`src/rtl/adc_sequencer.sv`:
```
// Conversion sequencer for the 8-channel SPI ADC capture block: periodic or
// software triggers, start/done handshake, timeout, and a valid/ready result register.
//
// state   | meaning
// IDLE    | waiting for a trigger, adc_start low
// CONV    | adc_start high, waiting for done or timeout
// RELEASE | adc_start low for RELEASE_CYC cycles so the ADC re-arms
module adc_sequencer #(
  parameter int TIMEOUT_CYC = 4096,
  parameter int RELEASE_CYC = 2
) (
  input  logic         clk,
  input  logic         rst,
  input  logic         enable,
  input  logic [31:0]  period,
  input  logic         sw_trig,
  input  logic         clr_flags,
  output logic         adc_start,
  input  logic         adc_done,
  input  logic [127:0] adc_data,
  output logic         m_valid,
  input  logic         m_ready,
  output logic [127:0] m_data,
  output logic         busy,
  output logic         overrun,
  output logic         data_lost,
  output logic         timeout_err,
  output logic [31:0]  sample_count
);

  localparam int TW = $clog2(TIMEOUT_CYC + 1);

  typedef enum logic [1:0] {IDLE, CONV, RELEASE} state_t;

  state_t          state, state_nxt;
  logic [31:0]     per_cnt, per_lat, eff_m1;
  logic            tick, trig;
  logic [TW-1:0]   tmr, tmr_nxt;
  logic            capture, abort;

  // Period is sampled at the start of each period so a change lands at the next wrap.
  assign eff_m1 = (per_lat < 32'd2) ? 32'd1 : per_lat - 32'd1;
  assign tick   = enable && (per_cnt == eff_m1);
  assign trig   = tick | sw_trig;

  always_ff @(posedge clk or posedge rst) begin
    if (rst) begin
      per_cnt <= '0;
      per_lat <= '0;
    end else begin
      if (!enable || tick) per_cnt <= '0;
      else                 per_cnt <= per_cnt + 32'd1;
      if (!enable || per_cnt == 32'd0) per_lat <= period;
    end
  end

  always_ff @(posedge clk or posedge rst) begin
    if (rst) begin
      state <= IDLE;
      tmr   <= '0;
    end else begin
      state <= state_nxt;
      tmr   <= tmr_nxt;
    end
  end

  always_comb begin
    state_nxt = state;
    tmr_nxt   = tmr;
    capture   = 1'b0;
    abort     = 1'b0;
    case (state)
      IDLE: begin
        if (trig) begin
          state_nxt = CONV;
          tmr_nxt   = '0;
        end
      end
      CONV: begin
        tmr_nxt = tmr + TW'(1);
        // Done takes priority over a timeout landing on the same cycle.
        if (adc_done) begin
          capture   = 1'b1;
          state_nxt = RELEASE;
          tmr_nxt   = '0;
        end else if (tmr == TW'(TIMEOUT_CYC - 1)) begin
          abort     = 1'b1;
          state_nxt = RELEASE;
          tmr_nxt   = '0;
        end
      end
      RELEASE: begin
        tmr_nxt = tmr + TW'(1);
        if (tmr == TW'(RELEASE_CYC - 1)) begin
          state_nxt = IDLE;
          tmr_nxt   = '0;
        end
      end
      default: begin
        state_nxt = IDLE;
        tmr_nxt   = '0;
      end
    endcase
  end

  assign adc_start = (state == CONV);
  assign busy      = (state != IDLE);

  // Sticky flags: a set on the same edge as clr_flags wins.
  always_ff @(posedge clk or posedge rst) begin
    if (rst) begin
      m_valid      <= 1'b0;
      m_data       <= '0;
      overrun      <= 1'b0;
      data_lost    <= 1'b0;
      timeout_err  <= 1'b0;
      sample_count <= '0;
    end else begin
      if (capture) begin
        m_data  <= adc_data;
        m_valid <= 1'b1;
      end else if (m_valid && m_ready) begin
        m_valid <= 1'b0;
      end

      if (trig && busy)   overrun <= 1'b1;
      else if (clr_flags) overrun <= 1'b0;

      if (capture && m_valid && !m_ready) data_lost <= 1'b1;
      else if (clr_flags)                 data_lost <= 1'b0;

      if (abort)          timeout_err <= 1'b1;
      else if (clr_flags) timeout_err <= 1'b0;

      if (clr_flags)    sample_count <= capture ? 32'd1 : 32'd0;
      else if (capture) sample_count <= sample_count + 32'd1;
    end
  end

endmodule

```
`config.mk`:
```
export PLATFORM = sky130hd
export DESIGN_NAME = adc_sequencer
export DESIGN_NICKNAME = d
export VERILOG_FILES = /design/src/rtl/adc_sequencer.sv
export SDC_FILE = /design/constraint.sdc
export NUM_CORES = 1
export LEC_CHECK = 0
export BUFFER_PORTS_ARGS = -buffer_cell sky130_fd_sc_hd__buf_2
export CAP_MARGIN = 40
export CORE_ASPECT_RATIO = 0.8
export CORE_UTILIZATION = 41
export CTS_CLUSTER_DIAMETER = 100
export DETAILED_ROUTE_END_ITERATION = 10
export GPL_TIMING_DRIVEN = 1
export PLACE_DENSITY = 0.7
export SLEW_MARGIN = 10
export SYNTH_ARGS = -nofsm -noshare
export SYNTH_HDL_FRONTEND = slang
export SYNTH_SLANG_ARGS = --single-unit
```
`constraint.sdc`:
```
create_clock -name clk -period 13.76 [get_ports clk]
set_input_delay 1.376 -clock clk [delete_from_list [all_inputs] [get_ports clk]]
set_output_delay 1.376 -clock clk [all_outputs]
set_load 0.02 [all_outputs]
```
# --- After elaboration in Yosys (flattened, before gate mapping) ---
# Index checks and enable logic that the tools add are counted.
word_totals:
  ff_bits: 243
  in_bits: 167
  out_inout_bits: 166
  wordCells: 68
classes:
  add_sub_neg: 4
  order_cmp: 1
  eq_ne: 8
  muxes: 26
  n_bitwise: 1
  reduce_logical: 18
ops:
  columns: ["operator", "count"]
  rows:
  - ["two-way mux 32 bit", 4]
  - ["adder 32 x 1 -> 32 bit, second input constant", 2]
  - ["two-way mux 13 bit", 4]
  - ["one-hot mux 13 bit (3 select lines)", 1]
  - ["== test 32 bit", 1]
  - ["logical NOT 32 bit", 1]
  - ["less-than comparator 32 x 2 -> 1 bit, second input constant", 1]
  - ["subtractor 32 x 1 -> 32 bit, second input constant", 1]
  - ["adder 13 x 1 -> 13 bit, second input constant", 1]
  - ["== test 13 x 1 -> 1 bit, second input constant", 1]
  - ["== test 13 x 12 -> 1 bit, second input constant", 1]
  - ["two-way mux 1 bit", 12]
  - ["nonzero test 2 bit", 6]
  - ["two-way mux 2 bit", 4]
  - ["one-hot mux 2 bit (3 select lines)", 1]
  - ["logical AND 1 bit", 5]
  - ["!= test 2 bit, second input constant", 2]
  - ["!= test 3 x 1 -> 1 bit, second input constant", 1]
  - ["AND reduction 3 bit", 1]
  - ["== test 2 x 1 -> 1 bit, second input constant", 1]
  - ["== test 2 bit, second input constant", 1]
  - ["logical NOT 1 bit", 2]
  - ["logical NOT 2 bit", 1]
  - ["logical OR 1 bit", 2]
  - ["bitwise OR 1 bit", 1]

# --- Longest topological paths before layout ---
logic_depth:
  word_depth: 7
  depth_mapped: 15
  ltp_nobuf: 12

# --- Worst setup path after synthesis ---
# No wires, ideal clock.
synth_path:
  path_kind: "register to register"
  start: "register per_lat[0]"
  end: "register state[0]"
  t_arrival_ps: 3769
  required_ps: 13635
  path_slack_ps: 9866
  stages_incl_launch_ff: 15
  n_path_buf: 2
  synth_period_minus_slack_ps: 3894
  path_cell_list: "dfrtp_1 -> clkbuf_1 -> inv_1 -> ha_1 -> or4b_4 -> or4_1 -> buf_2 -> or3_1 -> a211o_1 -> o311a_1 -> nor4b_2 -> nand4_2 -> o21ai_4 -> nand2b_4 -> mux2_4"
synth_between:
  elab_chain_cells: 7
synth_rtl:
  columns: ["item", "line", "source"]
  rows:
  - ["from (decl)", "36", "logic [31:0] per_cnt, per_lat, eff_m1;"]
  - ["from (signal assigned)", "53", "if (!enable || per_cnt == 32'd0) per_lat <= period;"]
  - ["subtractor 32 x 1 -> 32 bit or less-than comparator 32 x 2 -> 1 bit (tied branches)", "42", "assign eff_m1 = (per_lat < 32'd2) ? 32'd1 : per_lat - 32'd1;"]
  - ["two-way mux 32 bit (*)", "42", null]
  - ["== test 32 bit (*)", "43", "assign tick = enable && (per_cnt == eff_m1);"]
  - ["logical AND 1 bit (*)", "43", null]
  - ["bitwise OR 1 bit (*)", "44", "assign trig = tick | sw_trig;"]
  - ["!= test 2 bit (no line) (*)", null, null]
  - ["AND reduction 3 bit (no line) (*)", null, null]
  - ["to (signal assigned)", "62", "state <= state_nxt;"]
  - ["to (decl)", "35", "state_t state, state_nxt;"]
# Mark *: on every way between the ends. The rest lies on a longest branch, timed or not.
# A chain may end at the register's enable or synchronous reset.

# --- Worst setup path after layout ---
layout_path:
  start: "register per_lat[0]"
  end: "register tmr[8]"
layout_between:
  elab_chain_cells: 6
layout_rtl:
  columns: ["item", "line", "source"]
  rows:
  - ["subtractor 32 x 1 -> 32 bit or less-than comparator 32 x 2 -> 1 bit (tied branches)", "42", null]
  - ["two-way mux 32 bit (*)", "42", null]
  - ["== test 32 bit (*)", "43", null]
  - ["logical AND 1 bit (*)", "43", null]
  - ["bitwise OR 1 bit (*)", "44", null]
  - ["!= test 2 bit (no line) (*)", null, null]
  - ["to (signal assigned)", "63", "tmr <= tmr_nxt;"]
  - ["to (decl)", "38", "logic [TW-1:0] tmr, tmr_nxt;"]
# Marks and branches as above.

==> qor.txt <==
Status: finished clean
Initial Utilization: 42.4%
Final period util: 33.8%
VDD IR max: 147 uV
Final clock skew: 13.9 ps
# port buffers: 332
Synth cell types: 73
Total Nets Final: 1,775
Num rows: 54
Post-Syn Instances: 1,290
Chip width: 191 um
Vias in the first global route: 10,000
Worst setup EP type: register
Cell chain of the critical path: inv_1 -> ha_1 -> nor4b_1 -> buf_4 -> nand4_1 -> nor4_1 -> xnor2_1 -> o221ai_1 -> a221oi_1 -> nand4_2 -> o21ai_4 -> nand3_4 -> o31ai_2
Pin count of the biggest net entering global routing: 104
Net Count, Synth: 1,467
Post-synth top area share: 52.0%
Synth Warn #: 0
Via Count: 10,100
Pwr per Cell Area: 179 mW/mm^2
Crit path DAT: 5090 ps
Slowest-stage cell, CP: nor4_1
Startpoint Class: register
Clock buffer depth: 3
WS Path Type: reg2reg
Final hold violations: 0
Reg clk slew, reported paths: 60 ps
Max cap viols: 0
Global route overflow: 0
EDFF count, synth: 0
Initial antenna violation count: 3
Slew Limit Fails: 0
Overall Global Routing Usage: 22.2%
Post-synth ARST share: 100%
RSZ-0062 raised after global routing: false
Slew @ Worst Pin: 855 ps
Synth Register Bits: 243
GP Congestion: 0.903
Synthesized area per cell: 9.07 sq um
Total power: 2.63 mW
Final setup viols: 0
CTS Buf Count: 26
Setup WS post-layout: 9110 ps
Via-per-instance ratio: 5.09
Die area: 0.0292 sq mm
First-pass GRT wire length: 52.5 mm
CP Data Required Time: 14,200 ps
FILL cells: 2,500
Main synth FF type: dfrtp_1
Clk root buf: clkbuf_16
CP Buf/Inv Count: 2
DRC: 0
Setup Fix Bufs, Post-CTS: 0
Post-Route WL: 32.1 mm
Top post-synthesis cells by count: nand2_1, dfrtp_1, nor2_1, clkbuf_1, xor2_1
Most frequent cell after synthesis: nand2_1
Layout cells sized above 1: 27.4%
Leakage: 7.45 nW
Sink Count: 243
P&R area growth vs syn: 25.0%
Crit path max-delay family: simple AND/OR/NAND/NOR gates
I/O pin total: 333
CP max stage delay: 560 ps
Design area: 0.0146 sq mm
Seq/Total Area, Yosys: 52.0%
Routed wire per std cell: 16.2 um
Post_cts resized: 0
Fin util: 53.0%
H-tree depth: 1
Die Span Y: 153 um
Syn Std Cell Area: 0.0117 sq mm
DP Area: 0.0138 sq mm
Hold WC Path Type: reg2reg
DRT iter0 DRCs: 690
Hold buffers post-CTS: 0
Worst skew pair latency: 540 ps
Peak fanout along the critical path: 17
Highest clock rate: 215 MHz
R2R Setup Slk: 9110 ps
Iteration count of the initial detailed-routing pass: 5
Largest area contributor in the netlist: dfrtp_1
Antenna-violating nets left: 0
Slew HR: 42.6%
Setup TNS: 0 ps
Post-DP HPWL: 23.3 mm
CTS tree: done
Core ar.: 0.0276 sq mm
Final worst path period need: 4650 ps
Post-Place Worst Slack: 9230 ps
Largest cells by area after synthesis: dfrtp_1, nand2_1, xor2_1
## cell usage in the layout, fill, tap and decap left out, drive strengths merged, types with 12 or more instances in the layout
master	count
buf	345
nand4	19
xor2	48
a21oi	14
dfrtp	243
xnor2	39
mux2	30
nor4	18
nor3	22
nand2	438
nand3	40
clkbuf	35
inv	26
o21ai	29
nand2b	12
and3	23
nor2	97
or3	14
## layout make-up
cell class	count	area, sq um	area share [%]
clock buffers	35	744	5.09
diodes	4	10.0	0.0684
multi-input cells	955	5270	36.0
inverters	26	105	0.718
repair buffers	346	1850	12.7
flip-flops and latches	243	6080	41.5
clock inverters	11	119	0.812
well taps	364	455	3.11
## worst register-to-register path: stages (launching register included)
cell and delay [ps]:
dfrtp_1 510, inv_1 230, ha_1 290, nor4b_1 330
buf_4 210, nand4_1 460, nor4_1 560, xnor2_1 230
o221ai_1 180, a221oi_1 360, nand4_2 260, o21ai_4 490
nand3_4 220, o31ai_2 220
## through the flow
step	hold WS, ps	instances
2_1_floorplan	472	1290
3_3_place_gp	453	1928
3_5_place_dp	457	1934
4_1_cts	472	1980
5_1_grt	484	1981
6_report	467	1984
## path summary, 6_finish.rpt
kind,to,startpoint,depth (start not counted)
max reg2reg,tmr[8]$_DFFE_PP0P_,per_lat[0]$_DFFE_PP0P_,13
min,m_data[69]$_DFFE_PP0P_,m_data[69]$_DFFE_PP0P_,2
max,tmr[8]$_DFFE_PP0P_,per_lat[0]$_DFFE_PP0P_,13
min reg2reg,m_data[69]$_DFFE_PP0P_,m_data[69]$_DFFE_PP0P_,2
min in group asynchronous,per_lat[19]$_DFFE_PP0P_,rst,2
max in group asynchronous,m_data[61]$_DFFE_PP0P_,rst,4
## routing by layer
| metal | vias up | GRT usage [%] | routed length, um |
|---|---|---|---|
| met4 | 0 | 7.28 | 1070 |
| met3 | 63 | 5.10 | 2270 |
| li1 | 4907 | - | - |
| met5 | - | 0 | 0 |
| met1 | 4803 | 29.6 | 13900 |
| met2 | 325 | 35.6 | 14900 |
## registers in the layout, indices dropped and copies added, names as in the netlist
register,flops
timeout_err,1
sample_count,32
m_data,128
per_lat,32
tmr,13
data_lost,1
state,2
m_valid,1
overrun,1
per_cnt,32
## report_power, final
part | total, mW | internal [mW] | leakage [nW] | switching, mW
sequential | 1.03 | 0.911 | 3.12 | 0.114
clock | 0.693 | 0.401 | 0.427 | 0.292
combinational | 0.908 | 0.304 | 3.90 | 0.605
## kinds of logic (layout without fill, tap and decap cells)
| group | after synthesis | count (layout) | share of synthesized area (%) |
|---|---|---|---|
| AO/OA/AOI/OAI | 97 | 97 | 5.83 |
| XOR/XNOR | 90 | 90 | 7.09 |
| adder cells (fa/ha/maj) | 10 | 10 | 1.07 |
| buffers and inverters | 92 | 418 | 3.27 |
| flip-flops | 243 | 243 | 52.0 |
| multiplexers | 33 | 33 | 3.17 |
| other | 0 | 4 | 0 |
| AND/OR/NAND/NOR | 725 | 725 | 27.6 |
(Power assumes the default switching activity.)
